## src/rtl/sysid_uptime_slave.sv

```systemverilog
// sysid_uptime_slave
// Avalon-MM system identification slave: fixed ID and build timestamp words,
// a prescaled free-running uptime counter with an atomic two-word read,
// two scratch registers, a control word and a capability word.
// Read latency is fixed at one cycle and there is no waitrequest.

module sysid_uptime_slave #(
  parameter logic [31:0] ID_VALUE  = 32'd0,
  parameter logic [31:0] TIMESTAMP = 32'd1671639825,
  parameter int unsigned CNT_WIDTH = 48,    // 33..64
  parameter int unsigned PRESCALE  = 1      // 1..65535
) (
  input  logic        clock,
  input  logic        reset_n,
  input  logic [2:0]  address,
  input  logic        read,
  input  logic        write,
  input  logic [31:0] writedata,
  input  logic [3:0]  byteenable,
  output logic [31:0] readdata,
  output logic        readdatavalid
);

  // Word map of the slave.
  typedef enum logic [2:0] {
    REG_ID       = 3'd0,
    REG_TSTAMP   = 3'd1,
    REG_UP_LO    = 3'd2,
    REG_UP_HI    = 3'd3,
    REG_SCRATCH0 = 3'd4,
    REG_SCRATCH1 = 3'd5,
    REG_CTRL     = 3'd6,
    REG_CAPS     = 3'd7
  } reg_e;

  localparam int unsigned          HI_W    = CNT_WIDTH - 32;
  localparam logic [15:0]          PRE_MAX = 16'(PRESCALE - 1);
  localparam logic [CNT_WIDTH-1:0] CNT_ONE = CNT_WIDTH'(1);
  localparam logic [31:0]          CAPS    = {16'd0, 8'(PRESCALE - 1), 8'(CNT_WIDTH)};

  logic [CNT_WIDTH-1:0] cnt;
  logic [15:0]          presc;
  logic [31:0]          shadow;
  logic [31:0]          scratch0;
  logic [31:0]          scratch1;
  logic                 en;

  logic                 ctrl_wr;
  logic                 clr;
  logic                 tick;
  logic [31:0]          cnt_hi;
  logic [31:0]          rd_mux;

  // Control decode: CTRL is only written when its low byte lane is enabled.
  assign ctrl_wr = write && (address == REG_CTRL) && byteenable[0];
  assign clr     = ctrl_wr && writedata[1];
  assign tick    = en && (presc == PRE_MAX);

  // Upper counter bits, zero-extended to a full word for the shadow register.
  always_comb begin
    // NOTE: default first so every path assigns cnt_hi and no latch is inferred.
    cnt_hi = '0;
    cnt_hi[HI_W-1:0] = cnt[CNT_WIDTH-1:32];
  end

  // Prescaler and uptime counter; a clear request overrides a coincident tick.
  always_ff @(posedge clock or negedge reset_n) begin
    // NOTE: state registers use non-blocking assignments so every flop samples pre-edge values.
    if (!reset_n) begin
      cnt   <= '0;
      presc <= '0;
    end else if (clr) begin
      cnt   <= '0;
      presc <= '0;
    end else if (en) begin
      if (tick) begin
        cnt   <= cnt + CNT_ONE;
        presc <= '0;
      end else begin
        presc <= presc + 16'd1;
      end
    end
  end

  // Scratch registers with per-byte write enables, plus the EN control bit.
  always_ff @(posedge clock or negedge reset_n) begin
    if (!reset_n) begin
      scratch0 <= '0;
      scratch1 <= '0;
      en       <= 1'b1;
    end else begin
      if (write && (address == REG_SCRATCH0)) begin
        for (int b = 0; b < 4; b++) begin
          if (byteenable[b]) scratch0[8*b +: 8] <= writedata[8*b +: 8];
        end
      end
      if (write && (address == REG_SCRATCH1)) begin
        for (int b = 0; b < 4; b++) begin
          if (byteenable[b]) scratch1[8*b +: 8] <= writedata[8*b +: 8];
        end
      end
      if (ctrl_wr) en <= writedata[0];
    end
  end

  // Read multiplexer over the current (pre-write) register values.
  always_comb begin
    rd_mux = '0;
    case (address)
      REG_ID:       rd_mux = ID_VALUE;
      REG_TSTAMP:   rd_mux = TIMESTAMP;
      REG_UP_LO:    rd_mux = cnt[31:0];
      REG_UP_HI:    rd_mux = shadow;
      REG_SCRATCH0: rd_mux = scratch0;
      REG_SCRATCH1: rd_mux = scratch1;
      REG_CTRL:     rd_mux = {31'd0, en};
      REG_CAPS:     rd_mux = CAPS;
      default:      rd_mux = '0;
    endcase
  end

  // Registered read response; a low-word read freezes the high part for the next read.
  always_ff @(posedge clock or negedge reset_n) begin
    if (!reset_n) begin
      readdata      <= '0;
      readdatavalid <= 1'b0;
      shadow        <= '0;
    end else begin
      readdatavalid <= read;
      if (read) readdata <= rd_mux;
      if (read && (address == REG_UP_LO)) shadow <= cnt_hi;
    end
  end

endmodule

```

## config.mk

```make
export PLATFORM = sky130hd
export DESIGN_NAME = sysid_uptime_slave
export DESIGN_NICKNAME = d
export VERILOG_FILES = /design/src/rtl/sysid_uptime_slave.sv
export SDC_FILE = /design/constraint.sdc
export NUM_CORES = 1
export LEC_CHECK = 0
export CAP_MARGIN = 20
export CORE_MARGIN = 1.5
export CORE_UTILIZATION = 30
export CTS_CLUSTER_SIZE = 24
export DETAILED_ROUTE_END_ITERATION = 12
export GPL_ROUTABILITY_DRIVEN = 0
export HOLD_SLACK_MARGIN = 0.02
export PLACE_DENSITY = 0.58
export SYNTH_ARGS = -nofsm -noshare
export SYNTH_HDL_FRONTEND = slang
export SYNTH_SLANG_ARGS = --single-unit
```

## constraint.sdc

```tcl
create_clock -name clock -period 3.29 [get_ports clock]
set_input_delay 0.8225 -clock clock [delete_from_list [all_inputs] [get_ports clock]]
set_output_delay 0.8225 -clock clock [all_outputs]
set_load 0.01 [all_outputs]
```

==> results.yml <==
status:
  outcome: "finished, final reports clean"
logic_synthesis:
  synth_area_leaders: "dfrtp_1 (52%), mux2_2 (11%), a21oi_1 (2.9%)"
  synth_fa_ha_area_share_pct: 0.438
  ys_ff_latch: 178
  yosys.area_share.simple_pct: 15.8
  synth_edf_count: 0
  ys_warn_count: 0
  syn_area_per_cell_sq_um: 10.6
  mappedNetlistArea_sq_mm: 0.00858
  synthFlopType: "dfrtp_1"
  synthMuxAreaShare_pct: 12.1
  synthCells: 807
  synth_cell_types: 49
  yosysTopAreaCell: "dfrtp_1"
  ys_seq_area_share_pct: 51.9
  synth_top_area_share_pct: 51.6
  synthArstFlopShare_pct: 100
  synth_top_family_by_area: "simple AND/OR/NAND/NOR gates"
  synth_compound_area_share_pct: 12.1
  syn-num-nets: 853
  synth_xor_area_share_pct: 3.68
clock_tree:
  cts_tree: "done"
  cts_buffers: 17
  hold_buffers: 0
  clockBufferDepth: 2
  htreeDepth: 4
  cts.sinks: 178
  cts_root_buf: "clkbuf_16"
  post_cts_resized: 0
  path_clk_slew_ps: 70
  clkLatencyLatePin_ps: 420
  cts_setup_buffers: 0
cells_and_area:
  nFillCells: 2793
  final_area_sq_mm: 0.0105
  fin_util_pct: 37.5
  antennaDiodeCount: 0
  nNetsFinal: 928
  stdcell_count: 1272
  multiInputGateArea_sq_mm: 0.00379
  final-seq-area_sq_mm: 0.00446
  drive_gt1_share_pct: 17.2
  area_growth_pct: 22.1
detailed_routing:
  vias: 6651
  drc: 0
  drt_pass1_iterations: 5
  post_drt_wl_per_cell_microns: 18.2
  finalWirelength_mm: 23.2
  vias_per_cell: 5.23
  first_iter_violations: 516
  ant_nets: 0
global_route:
  grt_pass1_vias: 6484
  grt_first_pass_wirelength_mm: 36.7
  grt_overflow: 0
  antenna_found_initial: 0
  grt_usage_pct: 16.2
  grt_max_degree: 73
pwr:
  p_per_area_mw_per_mm2: 634
  ir_worst_vdd_uv: 387
  power.total_mw: 6.64
  power.leakage_nw: 4.16
critical_path:
  worstPathRequired_ps: 3630
  end_kind: "flip-flop"
  worstSetupPathType: "reg -> reg"
  crit_fanout: 15
  cp-start-kind: "flip-flop"
  cp.arrival_ps: 3200
min_path:
  hold_class: "in -> async"
sta:
  finalMaxSlewViolations: 0
  finalSetupViolCount: 0
  rsz0062_at_grt: "false"
  min_period_ps: 2860
  fin_crit_sh_pct: 86.8
  fin_worst_skew_ps: 11.2
  fin_ws_ps: 434
  hold_viol: 0
  max_slew_margin_pct: 31.0
  hold_slack_ps: 442
  fmax_mhz: 350
  worstMarginPinSlew_ps: 1030
  final.setup.tns_ps: 0
floorplanning:
  die_w_microns: 172
  core_area_sq_mm: 0.0279
  die_h_microns: 172
  start_util_pct: 30.7
  ios: 76
  die_area_sq_mm: 0.0296
  fp-row-count: 61
placed_design:
  dpl_cell_area_sq_mm: 0.00987
  place_ws_ps: 136
  dp_cells: 1241
  hpwlAfterDp_mm: 16.3
  port_buffers: 75
run:
  drv_cap: 0
-- cell type report --
class / instances / area share, %
clock buffer: 20 / 4.36
clock inverter: 11 / 1.47
inverter: 41 / 1.47
multi-input combinational: 540 / 36.2
sequential: 178 / 42.5
tap: 378 / 4.51
timing repair buffer: 104 / 9.45
-- worst max-delay path: stages (launching register included) --
cell	delay, ps
dfrtp_1	410
inv_1	90
ha_1	140
nor4b_1	380
nand4_1	440
or3_4	610
or4_1	520
a21oi_1	170
-- worst paths after layout --
| check | from | to | slack (ps) | cells after the start |
|---|---|---|---|---|
| setup / recovery | presc[0] | cnt[43] | 430 | 7 |
| hold / removal | reset_n | cnt[28] | 440 | 1 |
| setup reg to reg | presc[0] | cnt[43] | 430 | 7 |
| hold reg to reg | scratch0[20] | scratch0[20] | 500 | 1 |
| max in group asynchronous | reset_n | scratch0[5] | 2030 | 2 |
| min in group clock | scratch0[20] | scratch0[20] | 500 | 1 |
-- layer usage --
layer | vias to the layer above | GRT usage [%] | share of wire [%]
li1 | 3096 | - | -
met1 | 3353 | 24.2 | 49
met2 | 191 | 24.4 | 45
met3 | 11 | 2.95 | 4.9
met4 | 0 | 2.80 | 0.54
met5 | - | 0 | 0
-- state kept, by name, summed over array words and instances, names as in the netlist --
register / count
shadow: 16
readdatavalid: 1
readdata: 32
presc: 16
cnt: 48
scratch1: 32
scratch0: 32
en: 1
-- cells by family after synthesis --
kind of cell,after synthesis
AND/OR/NAND/NOR,249
flip-flops,178
AO/OA/AOI/OAI,159
multiplexers,93
buffers and inverters,89
XOR/XNOR,36
adder cells (fa/ha/maj),3
-- synthesized netlist by cell type, drive strengths merged (20+ instances only) --
library cell	n
o21ai	21
inv	41
nand2	40
a21oi	49
o22ai	26
nor2	59
xnor2	22
or3	20
clkbuf	41
nand4	26
nand3	26
dfrtp	177
mux2	85
-- power by group --
part | switching, mW | total [mW] | internal [mW] | leakage, nW
sequential | 0.531 | 3.22 | 2.69 | 2.21
clock | 0.886 | 2.13 | 1.24 | 0.298
combinational | 0.627 | 1.30 | 0.670 | 1.66
-- cells in the final DEF, fill, tap and decap left out, types with 9 or more instances in the layout --
| cell | netlist | final |
|---|---|---|
| nor3_1 | 10 | 10 |
| a21oi_1 | 49 | 49 |
| nand4_1 | 25 | 25 |
| o21ai_0 | 21 | 21 |
| o22ai_1 | 26 | 26 |
| xnor2_1 | 22 | 22 |
| nand2_1 | 40 | 40 |
| buf_4 | 0 | 27 |
| mux2_2 | 85 | 85 |
| clkdlybuf4s50_1 | 0 | 73 |
| clkbuf_16 | 0 | 17 |
| or3_1 | 19 | 19 |
| nor2_1 | 59 | 59 |
| nand3_1 | 26 | 26 |
| o22a_1 | 10 | 10 |
| dfrtp_1 | 177 | 177 |
| a221oi_1 | 17 | 17 |
| a22oi_1 | 11 | 11 |
| xor2_1 | 14 | 14 |
| inv_1 | 41 | 41 |
| nor4_1 | 17 | 17 |
| and3_1 | 10 | 9 |
No activity file was read; power rests on OpenSTA's default activity.
